## config.mk

```make
export PLATFORM = sky130hd
export DESIGN_NAME = out_display
export DESIGN_NICKNAME = d
export VERILOG_FILES = /design/src/rtl/out_display_pkg.sv /design/src/rtl/out_display_hex7seg.sv /design/src/rtl/out_display.sv
export SDC_FILE = /design/constraint.sdc
export NUM_CORES = 1
export LEC_CHECK = 0
export CORE_UTILIZATION = 55
export CTS_BUF_LIST = sky130_fd_sc_hd__clkbuf_8
export CTS_CLUSTER_SIZE = 25
export DETAILED_ROUTE_END_ITERATION = 8
export GPL_TIMING_DRIVEN = 0
export PLACE_DENSITY = 0.78
export RECOVER_POWER = 50
export SKIP_LAST_GASP = 1
export SLEW_MARGIN = 20
export SYNTH_ARGS = -nofsm -noshare
export SYNTH_HDL_FRONTEND = slang
export SYNTH_SLANG_ARGS = --single-unit
```

## constraint.sdc

```tcl
create_clock -name clk -period 4.8 [get_ports clk]
set_clock_uncertainty 0.1 [all_clocks]
set_input_delay 0.96 -clock clk [delete_from_list [all_inputs] [get_ports clk]]
set_output_delay 0.96 -clock clk [all_outputs]
set_load 0.02 [all_outputs]
```

## src/rtl/out_display_pkg.sv

```systemverilog
// Shared constants for the hex display driver: widths, the hex-to-segment
// code table (active-low, bit 0 = segment a) and the blank code.
package out_display_pkg;

  localparam int unsigned DATA_W = 16;
  localparam int unsigned CNT_W  = 16;
  localparam int unsigned UPD_W  = 16;
  localparam int unsigned IDX_W  = 2;
  localparam int unsigned SEG_W  = 7;
  localparam int unsigned AN_W   = 4;

  localparam logic [SEG_W-1:0] SEG_BLANK = 7'b1111111;

  // Glyphs 0..F, segments g..a, active-low
  localparam logic [SEG_W-1:0] HEX_SEG [16] = '{
    7'b1000000, 7'b1111001, 7'b0100100, 7'b0110000,
    7'b0011001, 7'b0010010, 7'b0000010, 7'b1111000,
    7'b0000000, 7'b0010000, 7'b0001000, 7'b0000011,
    7'b1000110, 7'b0100001, 7'b0000110, 7'b0001110
  };

endpackage

```

## src/rtl/out_display_hex7seg.sv

```systemverilog
// Combinational nibble-to-glyph decoder.
module hex7seg
  import out_display_pkg::*;
(
  input  logic [3:0]       nibble,
  output logic [SEG_W-1:0] seg_c
);

  assign seg_c = HEX_SEG[nibble];

endmodule

```

## src/rtl/out_display.sv

```systemverilog
// Four-digit multiplexed hex display for the CPU output word, with optional
// leading-zero blanking and a decimal-point "recently updated" indicator.
module out_display
  import out_display_pkg::*;
#(
  parameter int unsigned SCAN_DIV = 1024,
  parameter int unsigned BLANK_LZ = 1,
  parameter int unsigned UPD_HOLD = 4096
) (
  input  logic              clk,
  input  logic              reset,
  input  logic [DATA_W-1:0] data,
  input  logic              load,
  output logic [AN_W-1:0]   an,
  output logic [SEG_W-1:0]  seg,
  output logic              dp
);

  logic [CNT_W-1:0]  cnt_q, cnt_d;
  logic [IDX_W-1:0]  idx_q, idx_d;
  logic [DATA_W-1:0] shown_q, shown_d;
  logic [UPD_W-1:0]  upd_q, upd_d;

  logic [AN_W-1:0]   an_d;
  logic [SEG_W-1:0]  seg_d;
  logic              dp_d;

  logic [DATA_W-1:0] upper_c;
  logic [3:0]        nib_c;
  logic [SEG_W-1:0]  glyph_c;
  logic              blank_c;

  // Scan timing, captured value and update-hold countdown
  always_comb begin
    cnt_d   = cnt_q + CNT_W'(1);
    idx_d   = idx_q;
    shown_d = shown_q;
    upd_d   = upd_q;
    if (cnt_q == CNT_W'(SCAN_DIV - 1)) begin
      cnt_d = '0;
      idx_d = idx_q + IDX_W'(1);
    end
    if (load && (data != shown_q)) begin
      shown_d = data;
      upd_d   = UPD_W'(UPD_HOLD);
    end else if (upd_q != '0) begin
      upd_d = upd_q - UPD_W'(1);
    end
  end

  // Selected nibble and everything above it, for leading-zero detection
  always_comb begin
    upper_c = shown_q >> {idx_q, 2'b00};
    nib_c   = upper_c[3:0];
    blank_c = (BLANK_LZ != 0) && (idx_q != '0) && (upper_c == '0);
  end

  hex7seg u_hex7seg (
    .nibble (nib_c),
    .seg_c  (glyph_c)
  );

  // Next output values from the current digit index and display state
  always_comb begin
    an_d  = ~(AN_W'(1) << idx_q);
    seg_d = blank_c ? SEG_BLANK : glyph_c;
    dp_d  = !((idx_q == '0) && (upd_q != '0));
  end

  always_ff @(posedge clk) begin
    if (!reset) begin
      cnt_q   <= '0;
      idx_q   <= '0;
      shown_q <= '0;
      upd_q   <= '0;
      an      <= '1;
      seg     <= SEG_BLANK;
      dp      <= 1'b1;
    end else begin
      cnt_q   <= cnt_d;
      idx_q   <= idx_d;
      shown_q <= shown_d;
      upd_q   <= upd_d;
      an      <= an_d;
      seg     <= seg_d;
      dp      <= dp_d;
    end
  end

endmodule
```

# Word-level counts from Yosys, hierarchy flattened
# Memory sizes are Yosys's and may differ from the RTL's. A register that Yosys moved wholly into a read port is not among the register bits.
# Index checks and enable logic that the tools add are counted.
# op_classes
add_sub_neg	3
eq_ne	2
n_shift	2
mux	2
n_bitwise	3
n_reduce_logical	12
# op_table
cell	count
2-to-1 mux 13 bit	2
adder 16 x 1 -> 16 bit, second input constant	1
equality test 16 x 10 -> 1 bit, second input constant	1
zero test 16 bit	1
!= test 16 bit	1
nonzero test 16 bit	1
>> shifter 16 x 4 -> 16 bit	1
subtractor 16 x 1 -> 16 bit, second input constant	1
OR reduction 2 bit	3
NOT 4 -> 5 bit	1
NOT 4 bit	1
nonzero test 2 bit	2
<< shifter 1 x 2 -> 4 bit, first input constant	1
logical AND 1 bit	3
adder 2 x 1 -> 2 bit, second input constant	1
zero test 2 bit	1
zero test 1 bit	1
NOT 1 bit	1
# word_totals
reg_bits	55
rom_bits	112
inputBits	19
output_inout_bits	12
word_cells	32
memories	1
# mem_list
name	words	word_bits	rd	rd_ports_with_merged_regs	wr	line	text
(no name shown)	16	7	1	1	0	out_display_hex7seg.sv:9	assign seg_c = HEX_SEG[nibble];

# Longest topological paths before layout
# Gate-level depths: netlist of the first run.
# logic_depth
word_depth	4
ltp_mapped	8
ltp_nobuf	7

# Hierarchy
# From an unflattened synthesis of the first run, not the netlist that was laid out.
# hier_totals
hier_cells	360
hier_area_um2	3268.1
# modules_own_cells
mod	instances	cells_each	area_per_inst_um2	seq_area_each_um2
out_display	1	325	2996.6	1241.2
hex7seg	1	35	271.5	0.0

# Least setup slack after synthesis of the first run
# OpenSTA, ideal clock, no wires.
# synth_path
path_type	input to register
from	in data[5]
to	reg shown_q[10]
setup_ns	0.123
arrival_ns	2.123
required_ns	4.577
slack_ns	2.454
cell_stages	5
path_buffers	1
path_cell_list	xnor2_1 -> nand4_1 -> o41ai_4 -> clkbuf_2 -> o21ai_0
# synth_via
elab_chain_cells	2
# synth_lines
item	line	text
start: declaration	out_display.sv:12	input logic [DATA_W-1:0] data,
!= test 16 bit	out_display.sv:43	if (load && (data != shown_q)) begin
logical AND 1 bit	out_display.sv:43	
end signal: assignment	out_display.sv:82	shown_q <= shown_d;
end: declaration	out_display.sv:21	logic [DATA_W-1:0] shown_q, shown_d;
# No other way between the ends.
# A chain may end at the register's enable or synchronous reset.

# Worst setup path in the final report of the first run
# layout_path
from	in data[15]
to	reg shown_q[12]
# Same word-level chain as after synthesis.

==> flow_metrics.py, run 1 <==
metrics = {
    "status": {
        "status": "completed",
    },
    "timing": {
        "hold_ws_ns": 0.394,
        "tightest_slew_ns": 0.807,
        "slew_headroom_pct": 45.7,
        "grt_setup_unrepaired": "false",
        "final_hold_viol_count": 0,
        "fin_crit_ns": 2.79,
        "fin_crit_sh_pct": 58.2,
        "setup_viol": 0,
        "fmax_ghz": 0.358,
        "setup_tns_ns": 0,
        "finalMaxSlewViolations": 0,
    },
    "synthesis": {
        "syn_area_per_cell_um2": 8.86,
        "async_flop_share_pct": 0,
        "synth_top_area_cell": "dfxtp_1",
        "yosys_register_bits": 62,
        "synth_cell_types": 44,
        "synthTopCellsByArea": "dfxtp_1, xnor2_1, nand3_1",
        "synthCells": 343,
        "ys_warn_count": 0,
        "synth_edf_count": 0,
        "yosysSeqAreaShare_pct": 40.9,
        "yosysTopAreaCellShare_pct": 40.9,
        "syn-num-nets": 373,
        "synth_area_um2": 3040,
        "synthFlopType": "dfxtp_1",
    },
    "clock_network": {
        "postCtsHoldBufs": 0,
        "cts-buffers-inserted": 9,
        "cts_tree": "built",
        "clkSinkCount": 62,
        "clock_latency_ns": 0.34,
        "root_buffer": "clkbuf_8",
        "cts_max_path_buffers": 2,
        "postCtsResizedCells": 0,
        "postCtsSetupBuffers": 0,
        "clk_pin_slew_worst_paths_ns": 0.07,
        "cts.htree.levels": 3,
    },
    "flow_run": {
        "cap_violations": 0,
    },
    "critical_path": {
        "critPathLaunchType": "primary input",
        "critPathKind": "primary input to flip-flop",
        "cp.arrival_ns": 2.91,
        "reg2reg_slack_ns": 2.04,
        "cp_max_fo": 10,
        "end_kind": "flip-flop",
        "crit_required_ns": 4.92,
    },
    "global_route": {
        "grt_pass1_wl_um": 10600,
        "grt_usage_pct": 23.1,
        "overflow": 0,
        "grt_pass1_vias": 2354,
        "antenna_found_initial": 0,
        "grt_max_degree": 11,
    },
    "power": {
        "pwr-share-clk_pct": 27.7,
        "peakVddDrop_v": 0.000300,
        "sw_frac_of_total_pct": 34.6,
        "pwr-share-seq_pct": 35.8,
        "switchingPower_uw": 636,
        "internal_power_mw": 1.20,
        "power_density_nw_per_um2": 510,
        "power_frac_comb_pct": 36.4,
        "p_leak_nw": 1.37,
    },
    "cells_and_area": {
        "fillCellCount": 443,
        "fin_area_um2": 3610,
        "final_cells": 457,
        "syn2layout_area_growth_pct": 18.9,
        "final_cell_mix": "dfxtp_1, nand2_1, nor2_1, nand3_1, xnor2_1",
        "layout-drive-gt1-share_pct": 7.24,
        "multiInputGateArea_um2": 1660,
        "final_util_pct": 69.4,
        "n_antenna_cell": 0,
        "regArea_um2": 1240,
        "final_common_cell": "dfxtp_1",
        "final_nets": 413,
    },
    "placed_design": {
        "gp_congestion": 0.846,
        "hpwl_um": 4380,
        "dp_cells": 442,
        "dpl-instance-area_um2": 3420,
        "portBuffers": 29,
    },
    "drt": {
        "viasPerCell": 5.44,
        "vias": 2488,
        "wl_per_cell_um": 13.4,
        "routed_wl_um": 6100,
        "firstDrtPassIters": 5,
        "antenna_left": 0,
        "drt_iter0_drc": 151,
        "drc": 0,
    },
    "floorplanning": {
        "die_height_um": 76.3,
        "die_w_um": 76.3,
        "io_pins": 31,
        "die-area_um2": 5820,
        "start_util_pct": 58.4,
        "coreArea_um2": 5200,
        "std_cell_rows": 26,
    },
    "min_path": {
        "min_path_type": "flip-flop to flip-flop",
    },
}
## final timing paths
| kind | depth (start not counted) | start | to |
|---|---|---|---|
| setup / recovery | 6 | data[15] | shown_q[12] |
| hold / removal | 1 | cnt_q[0] | cnt_q[0] |
| setup reg to reg | 7 | idx_q[1] | seg[2] |
| hold reg to reg | 1 | cnt_q[0] | cnt_q[0] |
## final cells by class
| cell class | count | share of cell area, % |
|---|---|---|
| multi-input combinational | 258 | 45.9 |
| buffer | 14 | 2.22 |
| timing repair buffer | 29 | 8.04 |
| sequential | 62 | 34.4 |
| tap | 70 | 2.43 |
| clock inverter | 4 | 1.94 |
| clock buffer | 11 | 4.19 |
| inverter | 9 | 0.936 |
## power by group through the flow
stage	clock (mW)	sequential, mW	combinational (mW)
2_1_floorplan	0	0.671	0.531
3_3_place_gp	0	0.668	0.657
3_5_place_dp	0	0.672	0.668
4_1_cts	0.514	0.661	0.678
5_1_grt	0.543	0.671	0.764
6_report	0.510	0.660	0.671
## registers in the layout, indices dropped and copies added (netlist names)
| register | flops |
|---|---|
| upd_q | 16 |
| seg | 7 |
| cnt_q | 16 |
| idx_q | 2 |
| an | 4 |
| dp | 1 |
| shown_q | 16 |
## layer usage
| layer | wire (um) | vias up | global-route usage (%) | share of wire [%] |
|---|---|---|---|---|
| met1 | 2980 | 1138 | 29.8 | 49 |
| met3 | 297 | 11 | 5.87 | 4.9 |
| met5 | 0 | - | 0 | 0 |
| met2 | 2710 | 78 | 35.8 | 44 |
| li1 | - | 1261 | - | - |
| met4 | 113 | 0 | 11.7 | 1.9 |
## through the flow
stage	total power, mW	setup WS (ns)
final	1.84	2.01
after CTS	1.85	2.01
after global routing	1.98	1.80
after floorplan	1.20	2.45
after global placement	1.33	1.71
after detailed placement	1.34	1.69
## critical path, cell delays in order
cell,delay (ns)
clkdlybuf4s50_1,0.52
xnor2_1,0.15
nand4_1,0.20
o41ai_4,0.63
clkbuf_2,0.32
o21ai_0,0.13
## logic make-up after synthesis
kind of cell | after synthesis | synth area share, %
simple gates | 158 | 25.9
flops | 62 | 40.9
compound gates | 43 | 8.69
xor+xnor | 37 | 10.7
buf+inv | 23 | 4.45
fa+ha+maj | 11 | 4.53
mux | 9 | 4.86
## Yosys cell counts, types with 3 or more instances
library cell and count:
a21oi_1 8, and3_1 4, and4_1 3, buf_2 3, clkbuf_1 4, dfxtp_1 62, ha_1 11, inv_1 9
mux2i_1 5, nand2_1 38, nand2b_1 7, nand3_1 30, nand4_1 6, nor2_1 36, nor2b_1 3, nor3_1 12
nor4_1 5, o21ai_0 23, or3_1 5, xnor2_1 29, xor2_1 8
Note: power is estimated with default switching activity, not from simulation.
==> run 2, diff against run 1 <==
--- a/config.mk
+++ b/config.mk
@@ -5,7 +5,7 @@
 export SDC_FILE = /design/constraint.sdc
 export NUM_CORES = 1
 export LEC_CHECK = 0
-export CORE_UTILIZATION = 55
+export CORE_UTILIZATION = 53
 export CTS_BUF_LIST = sky130_fd_sc_hd__clkbuf_8
 export CTS_CLUSTER_SIZE = 25
 export DETAILED_ROUTE_END_ITERATION = 8
==> constraint.sdc (replaced) <==
create_clock -name clk -period 2.4 [get_ports clk]
set_clock_uncertainty 0.1 [all_clocks]
set_input_delay 0.48 -clock clk [delete_from_list [all_inputs] [get_ports clk]]
set_output_delay 0.48 -clock clk [all_outputs]
set_load 0.02 [all_outputs]
==> flow_metrics.py, run 2 (synthesized netlist as in run 1, its figures left out) <==
metrics = {
    "cells_and_area": {
        "layout-drive-gt1-share_pct": 9.79,
        "fin_area_um2": 3610,
        "syn2layout_area_growth_pct": 18.7,
        "final_common_cell": "dfxtp_1",
        "regArea_um2": 1240,
        "n_antenna_cell": 0,
        "final_nets": 413,
        "reg_top3": "cnt_q (16), shown_q (16), upd_q (16)",
        "multiInputGateArea_um2": 1670,
        "fillCellCount": 464,
        "final_cell_mix": "dfxtp_1, nand2_1, nor2_1, nand3_1",
    },
    "critical_path": {
        "cp_slowest_cell": "o41ai_4",
        "cp.arrival_ns": 2.40,
        "cp_max_fo": 10,
        "worstSetupStartpoint": "data[13]",
        "reg2reg_from": "idx_q[0]",
        "critPathLaunchType": "primary input",
        "crit_end": "shown_q[6]",
        "path_delay_family": "buffers and inverters",
        "crit_required_ns": 2.52,
        "reg2reg_slack_ns": 0.20,
        "cpPeakStageDelay_ns": 0.67,
        "cp_num_buf_inv": 2,
        "crit_cells": 6,
        "worstPathCellList": "clkdlybuf4s50_1 -> xnor2_1 -> nand4_1 -> o41ai_4 -> clkbuf_2 -> o21ai_0",
        "end_kind": "flip-flop",
        "worst-r2r-cell-count": 7,
        "critPathKind": "primary input to flip-flop",
        "reg2reg_to": "seg[4]",
    },
    "clock_network": {
        "cts_max_path_buffers": 2,
        "cts_tree": "built",
        "cts.htree.levels": 3,
        "root_buffer": "clkbuf_8",
        "clk_pin_slew_worst_paths_ns": 0.07,
        "postCtsSetupBuffers": 0,
        "clkSinkCount": 62,
        "clock_latency_ns": 0.35,
        "postCtsHoldBufs": 0,
        "cts-buffers-inserted": 9,
    },
    "global_route": {
        "grt_max_degree": 12,
        "grt_pass1_vias": 2323,
        "grt_pass1_wl_um": 10600,
        "grt_usage_pct": 22.7,
        "antenna_found_initial": 0,
        "overflow": 0,
    },
    "drt": {
        "viasPerCell": 5.32,
        "drc": 0,
        "routed_wl_um": 5940,
        "wl_per_cell_um": 12.9,
        "antenna_left": 0,
        "drt_iter0_drc": 95,
        "vias": 2448,
        "firstDrtPassIters": 5,
    },
    "power": {
        "p_leak_nw": 1.37,
        "peakVddDrop_v": 0.000659,
        "power_density_nw_per_um2": 965,
    },
    "floorplanning": {
        "die_w_um": 77.7,
        "coreArea_um2": 5510,
        "die-area_um2": 6040,
        "die_height_um": 77.7,
        "start_util_pct": 55.2,
        "io_pins": 31,
        "std_cell_rows": 27,
    },
    "timing": {
        "fin_crit_sh_pct": 94.8,
        "setup_tns_ns": 0,
        "setup_viol": 0,
        "fin_crit_ns": 2.28,
        "finalMaxSlewViolations": 0,
        "tightest_slew_ns": 0.604,
        "fmax_ghz": 0.439,
        "final_hold_viol_count": 0,
        "slew_headroom_pct": 59.6,
        "grt_setup_unrepaired": "false",
        "final.setup.worst_slack_ns": 0.124,
    },
    "status": {
        "status": "completed",
    },
    "placed_design": {
        "dpl-instance-area_um2": 3420,
        "pre_cts_slack_ns": -0.287,
        "hpwl_um": 4300,
        "portBuffers": 29,
        "gp_congestion": 0.853,
    },
    "flow_run": {
        "cap_violations": 0,
    },
    "min_path": {
        "min_path_type": "primary input to flip-flop",
    },
}
-- run 2: report_power, final --
group	internal, mW	leakage, nW	total (mW)	switching, mW
Combinational	0.612	0.779	1.35	0.740
Clock	0.396	0.0841	0.798	0.403
Sequential	1.18	0.508	1.33	0.147
-- run 2: worst reg2reg max path, delay by kind of cell, from the launching register on --
family,cells,cell delay [ns]
AOI/OAI and AO/OA,2,0.27
and+or+nand+nor,1,0.24
DFF,1,0.36
muxes,1,0.59
adders and majority gates,1,0.22
buffers and inverters,2,0.35
-- run 2: metrics by stage --
step,instances,power [mW],util (%),hold slack (ns)
global placement,444,2.64,62.1,0.372
CTS,460,3.49,65.4,0.322
floorplan,343,2.40,-,0.349
detailed placement,444,2.68,62.1,0.380
global route,460,3.76,65.5,0.344
finish,460,3.48,65.5,0.342
-- run 2: worst min path at each step --
| stage | startpoint | end | slack, ns | depth (start not counted) |
|---|---|---|---|---|
| global placement | upd_q[5] | upd_q[5] | 0.37 | 2 |
| detailed placement | upd_q[6] | upd_q[6] | 0.38 | 2 |
| finish | reset | shown_q[15] | 0.34 | 3 |
| global route | reset | shown_q[15] | 0.34 | 3 |
| CTS | reset | shown_q[15] | 0.32 | 3 |
| floorplan | cnt_q[0] | cnt_q[0] | 0.35 | 1 |
-- run 2: timing repair --
item | in CTS | in global routing
pin swaps | 0 | 1
setup endpoints to repair | 7 | 22
resized for setup | 2 | 5
-- run 2: layer usage --
| layer | global-route usage [%] | vias up | share of wire, % |
|---|---|---|---|
| met5 | 0 | - | 0 |
| li1 | - | 1260 | - |
| met1 | 27.4 | 1103 | 47 |
| met2 | 36.4 | 77 | 46 |
| met3 | 8.24 | 8 | 5.5 |
| met4 | 9.62 | 0 | 1.6 |
-- run 2: cell type report --
type	instances	share of cell area [%]
clock buffer	10	3.82
multi-input combinational	258	46.3
buffer	14	2.91
inverter	9	0.937
clock inverter	6	1.04
sequential	62	34.4
timing repair buffer	29	8.05
tap	72	2.50
